[src/rtl/fuel_pump_pkg.sv]
// rtl/fuel_pump_pkg.sv - shared state codes, widths and sizing helper for the fuel pump arbiter
package fuel_pump_pkg;

    localparam int STATE_W = 3;

    localparam logic [STATE_W-1:0] ST_IDLE     = 3'd0;
    localparam logic [STATE_W-1:0] ST_SPINUP   = 3'd1;
    localparam logic [STATE_W-1:0] ST_DISPENSE = 3'd2;
    localparam logic [STATE_W-1:0] ST_RELEASE  = 3'd3;
    localparam logic [STATE_W-1:0] ST_FAULT    = 3'd4;

    typedef enum logic [STATE_W-1:0] {
        S_IDLE     = ST_IDLE,
        S_SPINUP   = ST_SPINUP,
        S_DISPENSE = ST_DISPENSE,
        S_RELEASE  = ST_RELEASE,
        S_FAULT    = ST_FAULT
    } state_t;

    // Bits needed to index 'value' items (or count 0..value-1), never less than one.
    function automatic int count_w(input int value);
        return (value < 2) ? 1 : $clog2(value);
    endfunction

endpackage

[src/rtl/rr_arbiter.sv]
// rtl/rr_arbiter.sv - combinational round-robin pick starting after the last served nozzle
module rr_arbiter
    import fuel_pump_pkg::*;
#(
    parameter int NUM_NOZZLES = 4
) (
    input  logic [NUM_NOZZLES-1:0]          req,
    input  logic [count_w(NUM_NOZZLES)-1:0] last_served,
    output logic                            valid,
    output logic [count_w(NUM_NOZZLES)-1:0] index
);

    localparam int IDX_W = count_w(NUM_NOZZLES);

    // One extra bit so last_served + offset never overflows before the wrap.
    logic [IDX_W:0] cand;

    // Walk candidates last+1, last+2, ... with wrap; the first requester wins.
    always_comb begin
        valid = 1'b0;
        index = '0;
        cand  = '0;
        for (int i = 1; i <= NUM_NOZZLES; i++) begin
            cand = {1'b0, last_served} + (IDX_W + 1)'(i);
            if (cand >= (IDX_W + 1)'(NUM_NOZZLES)) begin
                cand = cand - (IDX_W + 1)'(NUM_NOZZLES);
            end
            if (!valid && req[cand[IDX_W-1:0]]) begin
                valid = 1'b1;
                index = cand[IDX_W-1:0];
            end
        end
    end

endmodule

[src/rtl/fuel_pump_arbiter.sv]
// rtl/fuel_pump_arbiter.sv - shares one pump motor between nozzles; optional PUMP_TIMEOUT_EN dispense cap with lockout
module fuel_pump_arbiter
    import fuel_pump_pkg::*;
#(
    parameter int NUM_NOZZLES         = 4,
    parameter int SETTLE_CYCLES       = 2,
    parameter int MAX_DISPENSE_CYCLES = 255
) (
    input  logic                            clk,
    input  logic                            reset,
    input  logic [NUM_NOZZLES-1:0]          nozzleSwitch,
    input  logic                            pressureSensor,
    output logic [NUM_NOZZLES-1:0]          fuel_out,
    output logic                            motor_on,
    output logic [count_w(NUM_NOZZLES)-1:0] grant_id,
    output logic [STATE_W-1:0]              State_out
);

    localparam int IDX_W     = count_w(NUM_NOZZLES);
    // One counter serves both spin-up and dispense timing, so size it for the longer.
    localparam int CNT_LIMIT = (SETTLE_CYCLES > MAX_DISPENSE_CYCLES) ? SETTLE_CYCLES : MAX_DISPENSE_CYCLES;
    localparam int CNT_W     = count_w(CNT_LIMIT);

    state_t                   state_q, state_d;
    logic [IDX_W-1:0]         grant_q;
    logic [IDX_W-1:0]         last_q;
    logic [CNT_W-1:0]         cnt_q;
    logic [NUM_NOZZLES-1:0]   eligible;
    logic                     arb_valid;
    logic [IDX_W-1:0]         arb_index;
    logic                     grant_load;
    logic                     last_load;
    logic                     cnt_clr;
    logic                     cnt_inc;
    logic                     granted_req;

    assign granted_req = nozzleSwitch[grant_q];

`ifdef PUMP_TIMEOUT_EN
    logic [NUM_NOZZLES-1:0]   lock_q;
    logic                     lock_set;

    // A timed-out nozzle stays locked until its handle is seen released.
    always_ff @(posedge clk) begin
        if (reset) begin
            lock_q <= '0;
        end else begin
            lock_q <= (lock_q | (lock_set ? (NUM_NOZZLES'(1) << grant_q) : '0)) & nozzleSwitch;
        end
    end

    assign eligible = nozzleSwitch & ~lock_q;
`else
    assign eligible = nozzleSwitch;
`endif

    rr_arbiter #(
        .NUM_NOZZLES (NUM_NOZZLES)
    ) u_rr_arbiter (
        .req         (eligible),
        .last_served (last_q),
        .valid       (arb_valid),
        .index       (arb_index)
    );

    // State register.
    always_ff @(posedge clk) begin
        if (reset) begin
            state_q <= S_IDLE;
        end else begin
            state_q <= state_d;
        end
    end

    // Next state and datapath controls; fault beats request drop beats timeout.
    always_comb begin
        state_d    = state_q;
        grant_load = 1'b0;
        last_load  = 1'b0;
        cnt_clr    = 1'b0;
        cnt_inc    = 1'b0;
`ifdef PUMP_TIMEOUT_EN
        lock_set   = 1'b0;
`endif
        case (state_q)
            S_IDLE: begin
                if (pressureSensor) begin
                    state_d = S_FAULT;
                end else if (arb_valid) begin
                    state_d    = S_SPINUP;
                    grant_load = 1'b1;
                    cnt_clr    = 1'b1;
                end
            end
            S_SPINUP: begin
                if (pressureSensor) begin
                    state_d = S_FAULT;
                end else if (!granted_req) begin
                    state_d = S_RELEASE;
                end else if (cnt_q == CNT_W'(SETTLE_CYCLES - 1)) begin
                    state_d = S_DISPENSE;
                    cnt_clr = 1'b1;
                end else begin
                    cnt_inc = 1'b1;
                end
            end
            S_DISPENSE: begin
                if (pressureSensor) begin
                    state_d = S_FAULT;
                end else if (!granted_req) begin
                    state_d = S_RELEASE;
                end
`ifdef PUMP_TIMEOUT_EN
                else if (cnt_q == CNT_W'(MAX_DISPENSE_CYCLES - 1)) begin
                    state_d  = S_RELEASE;
                    lock_set = 1'b1;
                end else begin
                    cnt_inc = 1'b1;
                end
`endif
            end
            S_RELEASE: begin
                last_load = 1'b1;
                state_d   = pressureSensor ? S_FAULT : S_IDLE;
            end
            S_FAULT: begin
                if (!pressureSensor) begin
                    state_d = S_RELEASE;
                end
            end
            default: begin
                state_d = S_IDLE;
            end
        endcase
    end

    // Grant, round-robin history and the shared timing counter.
    always_ff @(posedge clk) begin
        if (reset) begin
            grant_q <= '0;
            last_q  <= IDX_W'(NUM_NOZZLES - 1);
            cnt_q   <= '0;
        end else begin
            if (grant_load) begin
                grant_q <= arb_index;
            end
            if (last_load) begin
                last_q <= grant_q;
            end
            if (cnt_clr) begin
                cnt_q <= '0;
            end else if (cnt_inc) begin
                cnt_q <= cnt_q + CNT_W'(1);
            end
        end
    end

    // Moore outputs decoded from registered state and grant only.
    always_comb begin
        fuel_out = '0;
        if (state_q == S_DISPENSE) begin
            fuel_out[grant_q] = 1'b1;
        end
    end

    assign motor_on  = (state_q == S_SPINUP) || (state_q == S_DISPENSE);
    assign grant_id  = grant_q;
    assign State_out = state_q;

endmodule

[config.mk]
export PLATFORM = sky130hd
export DESIGN_NAME = fuel_pump_arbiter
export DESIGN_NICKNAME = d
export VERILOG_FILES = /design/src/rtl/fuel_pump_pkg.sv /design/src/rtl/rr_arbiter.sv /design/src/rtl/fuel_pump_arbiter.sv
export SDC_FILE = /design/constraint.sdc
export NUM_CORES = 1
export LEC_CHECK = 0
export CAP_MARGIN = 20
export CORE_MARGIN = 2
export CORE_UTILIZATION = 45
export CTS_CLUSTER_DIAMETER = 60
export CTS_CLUSTER_SIZE = 40
export DETAILED_ROUTE_END_ITERATION = 7
export PLACE_DENSITY = 0.73
export SKIP_CTS_REPAIR_TIMING = 1
export SLEW_MARGIN = 30
export SYNTH_ARGS = -nofsm -noshare
export SYNTH_HDL_FRONTEND = slang
export SYNTH_SLANG_ARGS = --single-unit
[constraint.sdc]
create_clock -name clk -period 1.5 [get_ports clk]
set_input_delay 0.15 -clock clk [delete_from_list [all_inputs] [get_ports clk]]
set_output_delay 0.15 -clock clk [all_outputs]
set_load 0.02 [all_outputs]
==> results of run 1 <==
critical path, stage by stage, from the launching register on:
cell and delay (ns):
dfxtp_4 0.37, mux4_2 0.46, nand2_4 0.10, or4_1 0.43, a21oi_1 0.13
power breakdown:
part	leakage, nW	total (mW)	switching [mW]	internal [mW]
logic	0.550	0.253	0.121	0.132
clock network	0.0177	0.256	0.156	0.0998
registers	0.125	0.428	0.0189	0.409
metrics by stage:
| step | cells | util | area [µm²] | setup TNS [ns] |
|---|---|---|---|---|
| 2_1_floorplan | 106 | - | 926 | -0.0375 |
| 3_3_place_gp | 168 | 0.655 | 1260 | -4.12 |
| 3_5_place_dp | 168 | 0.655 | 1260 | -4.33 |
| 4_1_cts | 172 | 0.669 | 1290 | -3.08 |
| 5_1_grt | 174 | 0.725 | 1390 | -0.241 |
| 6_report | 174 | 0.725 | 1390 | -0.0639 |
metal layers:
metal / global-route usage / vias to the layer above
met5: 0 / -
met4: 0.0857 / 0
met3: 0.0644 / 5
met2: 0.370 / 19
met1: 0.248 / 466
li1: - / 478
kinds of logic (layout without fill, tap and decap cells):
| family | after synthesis | after routing | synth area share |
|---|---|---|---|
| AOI/OAI and AO/OA | 24 | 24 | 0.191 |
| xor gates and xnor gates | 4 | 4 | 0.0388 |
| adders and majority gates | 2 | 2 | 0.0277 |
| buffers and inverters | 9 | 50 | 0.0443 |
| DFF | 15 | 15 | 0.332 |
| muxes | 3 | 3 | 0.0471 |
| and+or+nand+nor | 49 | 49 | 0.319 |
cell type report:
class	count	area, µm²	area share
clock buffers	3	22.5	0.0162
inverters	5	18.8	0.0135
clock inverters	1	5.00	0.00359
multi-input cells	82	629	0.452
well taps	27	33.8	0.0242
repair buffers	41	369	0.265
flip-flops and latches	15	315	0.226
synthesized netlist by cell type, types with 2 or more instances:
master / number
ha_1: 2
and3_1: 3
nor2_1: 12
buf_2: 2
nor3_1: 4
nand3_1: 7
dfxtp_1: 15
o22ai_1: 3
nor4b_1: 2
nand2b_1: 3
nand4_1: 2
or3_1: 2
mux2i_1: 2
nand2_1: 6
o21ai_0: 2
o31ai_1: 3
xor2_1: 3
inv_1: 5
a21oi_1: 6
state kept, by name (all words and copies together), names as in the netlist:
name / cells
State_out: 3
cnt_q: 8
last_q: 2
grant_id: 2
how the worst min path moves through the flow:
stage                          from      endpoint  slack (ns)  depth (start not counted)
floorplan            pressureSensor  State_out[2]        0.30                          1
global placement           cnt_q[7]      cnt_q[7]        0.47                          2
detailed placement         cnt_q[7]      cnt_q[7]        0.51                          2
CTS                        cnt_q[7]      cnt_q[7]        0.52                          2
global route        nozzleSwitch[1]   grant_id[1]        0.39                          4
finish              nozzleSwitch[1]   grant_id[1]        0.33                          4
==> out/qor.yml, run 1 <==
placed_design:
  place_congestion: 0.843
  dp_hpwl_um: 1700
  numPortBuffers: 16
  pre_cts_ws_ns: -0.502
global_route:
  gr-total-overflow: 0
  grt_util_all_layers: 0.215
  grt_max_degree: 10
  first_global_vias: 869
  grt_pass1_wl_um: 3900
  antenna_found_initial: 0
logic_synthesis:
  synth.net_count: 115
  synthesis.area_um2: 903
  synth.avg_cell_area_um2: 8.52
  synth_edf_count: 0
  yosysTopAreaCell: "dfxtp_1"
  syn_inst: 106
  ys_ff_latch: 15
  async_flop_share: 0
  yosysSeqAreaShare: 0.332
  synthTopCellsByArea: "dfxtp_1 (33%), nor2_1 (5.0%), nand3_1 (3.9%)"
  ys_warn_count: 0
  synth_top_area_frac: 0.332
  ys_types: 41
  synth_ff_type: "dfxtp_1"
clock_network:
  cts.sinks: 15
  htree_levels: 1
  cts_max_path_buffers: 2
  clk_latency_ns: 0.31
  cts_buffers: 3
  cts_root_buf: "clkbuf_4"
  path_clk_slew_ns: 0.10
  cts_tree: "yes"
timing:
  setup_violations: 2
  hold_viol_final: 0
  whs_ns: 0.333
  finalCritPeriodShare: 1.04
  tightest_slew_ns: 0.309
  slew_viol_final: 0
  period_minus_slack_ns: 1.55
  fmax_ghz: 0.644
  skew_ns: 0.00815
  rsz0062_at_grt: "yes"
  timing.slew.headroom: 0.793
  setup_ws_ns: -0.0534
critical_path:
  ff2ff_path_depth: 4
  crit_arrival_ns: 1.80
  r2r_end: "cnt_q[7]"
  crit_required_ns: 1.75
  worstSetupEndpointType: "flip-flop"
  regToRegStartpoint: "grant_id[1]"
  cp-startpoint: "grant_id[1]"
  critPathMaxFanout: 6
  r2r_slack_ns: -0.05
  cp-start-kind: "flip-flop"
  crit_type: "reg -> reg"
  setup.worst_path.end: "cnt_q[7]"
min_path:
  min_path_type: "in -> reg"
cells_and_area:
  num_antenna_cells: 0
  drive_above_1_share: 0.374
  area_growth_pct: 54.3
  layout_common_cells: "buf_4 (24), nor2_1 (11), dlymetal6s2s_1 (11)"
  final_common_cell: "buf_4"
  layout.nets: 157
  n_fill_cell: 156
floorplan:
  pin_count: 17
  fp-row-count: 16
  dieArea_mm2: 0.00238
  core-area_mm2: 0.00192
  dieHeight_um: 48.8
  start_util: 0.470
  die_w_um: 48.8
routing:
  routed.top_layer: "met4"
  route.detailed.drc: 0
  ant_nets: 0
  avgViaCountPerCell: 5.56
  drt_iter0_markers: 11
  route.met3.wl_um: 102
  met2_wirelength_um: 1300
  vias: 968
  wirelength_met1_um: 1010
  wl_per_cell_um: 14.1
  wirelength_um: 2450
  firstDrtPassIters: 4
pwr:
  vdd_drop_max_uv: 586
  p_per_area_mw_per_mm2: 672
  p_leak_nw: 0.693
  power_mw: 0.937
run_status:
  violations: "negative setup slack"
  status: "finished with violations"
job:
  maxCapViolCount: 0
(Power assumes the default switching activity.)
==> run 2: changes to the inputs <==
--- a/constraint.sdc
+++ b/constraint.sdc
@@ -3,2 +3,2 @@
 set_output_delay 0.15 -clock clk [all_outputs]
-set_load 0.02 [all_outputs]
+set_load 0.01 [all_outputs]
==> run 2 against run 1 <==
The flow now finishes without violations. Sequential cell count unchanged. First-iteration DRC count rose to 2.5 times the previous value. Clock power is 6% lower. Worst hold slack gained 0.017 ns. Critical path depth increased by 1. Clock skew shrank 0.0041 ns. Largest cell class unchanged. Final area decreased by 0.54%.
==> out/qor.yml, run 2 (same netlist as run 1, synthesis figures left out) <==
critical_path:
  crit_type: "reg -> reg"  # unchanged
  slowest_stage: "or4_1"  # was mux4_2
  crit_arrival_ns: 1.69  # was 1.80 ns
  critPathMaxStageDelay_ns: 0.49  # was 0.46 ns
  worstSetupEndpointType: "flip-flop"  # unchanged
  crit_required_ns: 1.73  # was 1.75 ns
  r2r_slack_ns: 0.03  # was -0.05 ns
  critPathMaxFanout: 4  # was 6
  path_cells: "buf_4, and3_1, nand3_2, or4_1, a21oi_1"  # was mux4_2, nand2_4, or4_1, a21oi_1
  cp-start-kind: "flip-flop"  # unchanged
placed_design:
  numPlacedInstances: 173  # was 168
  postPlaceCellArea_mm2: 0.00129  # was 0.00126 mm²
  place_congestion: 0.874  # was 0.843
  dp_hpwl_um: 1820  # was 1700 µm
  numPortBuffers: 16  # unchanged
  pre_cts_ws_ns: -0.460  # was -0.502 ns
pwr:
  power_mw: 0.912  # was 0.937 mW
  p_leak_nw: 0.693  # about the same
  vdd_drop_max_uv: 505  # was 586 µV
  p_per_area_mw_per_mm2: 658  # was 672 mW/mm²
routing:
  route.met3.wl_um: 54  # was 102 µm
  firstDrtPassIters: 4  # unchanged
  wl_per_cell_um: 13.6  # was 14.1 µm
  route.detailed.drc: 0  # unchanged
  ant_nets: 0  # unchanged
  met2_wirelength_um: 1230  # was 1300 µm
  wirelength_met1_um: 1080  # was 1010 µm
  wirelength_um: 2410  # was 2450 µm
  routed.top_layer: "met4"  # unchanged
  avgViaCountPerCell: 5.53  # was 5.56
  drt_iter0_markers: 28  # was 11
  vias: 979  # was 968
floorplan:
  start_util: 0.470  # unchanged
  dieHeight_um: 48.8  # unchanged
  fp-row-count: 16  # unchanged
  core-area_mm2: 0.00192  # unchanged
  pin_count: 17  # unchanged
  dieArea_mm2: 0.00238  # unchanged
  die_w_um: 48.8  # unchanged
cells_and_area:
  drive_above_1_share: 0.320  # was 0.374
  n_fill_cell: 160  # was 156
  largest_register_ffs: 8  # unchanged
  stdcell_count: 177  # was 174
  post-route-util: 0.721  # was 0.725
  largest_register: "cnt_q"  # unchanged
  area.sequential_um2: 314  # was 315 µm²
  layout.nets: 160  # was 157
  area_growth_pct: 53.5  # was 54.3%
  layout_common_cells: "buf_4 (28), nor2_1 (11), dlymetal6s2s_1 (11)"  # was buf_4 (24), nor2_1 (11), dlymetal6s2s_1 (11)
  fin_area_mm2: 0.00139  # about the same
  multi_input_area_um2: 596  # was 629 µm²
  num_antenna_cells: 0  # unchanged
  final_common_cell: "buf_4"  # unchanged
global_route:
  grt_util_all_layers: 0.201  # was 0.215
  first_global_vias: 934  # was 869
  antenna_found_initial: 0  # unchanged
  gr-total-overflow: 0  # unchanged
  grt_max_degree: 11  # was 10
  grt_pass1_wl_um: 3840  # was 3900 µm
timing:
  finalCritPeriodShare: 0.978  # was 1.04
  skew_ns: 0.00409  # was 0.00815 ns
  rsz0062_at_grt: "yes"  # unchanged
  whs_ns: 0.350  # was 0.333 ns
  tightest_slew_ns: 0.236  # was 0.309 ns
  finalSetupTns_ns: 0  # was -0.0639 ns
  setup_ws_ns: 0.0332  # was -0.0534 ns
  timing.slew.headroom: 0.840  # was 0.793
  fmax_ghz: 0.682  # was 0.644 GHz
  setup_violations: 0  # was 2
  slew_viol_final: 0  # unchanged
  period_minus_slack_ns: 1.47  # was 1.55 ns
  hold_viol_final: 0  # unchanged
run_status:
  status: "finished, final reports clean"  # was finished with violations
job:
  maxCapViolCount: 0  # unchanged
clock_network:
  htree_levels: 1  # unchanged
  cts_root_buf: "clkbuf_4"  # unchanged
  cts_buffers: 3  # unchanged
  cts.sinks: 15  # unchanged
  cts_tree: "yes"  # unchanged
  clk_latency_ns: 0.29  # was 0.31 ns
  path_clk_slew_ns: 0.10  # about the same
  cts_max_path_buffers: 2  # unchanged
min_path:
  min_path_type: "in -> reg"  # unchanged
-- run 2: final cells by class --
type                    instances  area share
flip-flops and latches         15       0.227
clock buffers                   4      0.0190
multi-input cells              82       0.430
inverters                       5      0.0135
well taps                      27      0.0244
repair buffers                 44       0.287
-- run 2: metal layers --
| metal | up-vias | global-route usage |
|---|---|---|
| met2 | 24 | 0.370 |
| met4 | 0 | 0.0524 |
| li1 | 481 | - |
| met3 | 6 | 0.0307 |
| met1 | 468 | 0.242 |
| met5 | - | 0 |
-- run 2: critical path: cells and delay by family, from the launching register on --
kind	cells	cell delay (ns)
flip-flops	1	0.36
AO/OA/AOI/OAI	1	0.13
AND/OR/NAND/NOR	3	0.82
buffers and inverters	1	0.12
-- run 2: path summary, 6_finish.rpt --
check | from | endpoint | cells after the start
worst max-delay path | cnt_q[0] | cnt_q[7] | 5
worst min-delay path | pressureSensor | State_out[2] | 3
worst max register to register | cnt_q[0] | cnt_q[7] | 5
worst min register to register | cnt_q[7] | cnt_q[7] | 2
-- run 2: where the power goes --
part	internal, mW	leakage (nW)	switching, mW
clock network	0.103	0.0150	0.137
logic	0.135	0.553	0.105
registers	0.411	0.125	0.0203
total	0.650	0.693	0.262
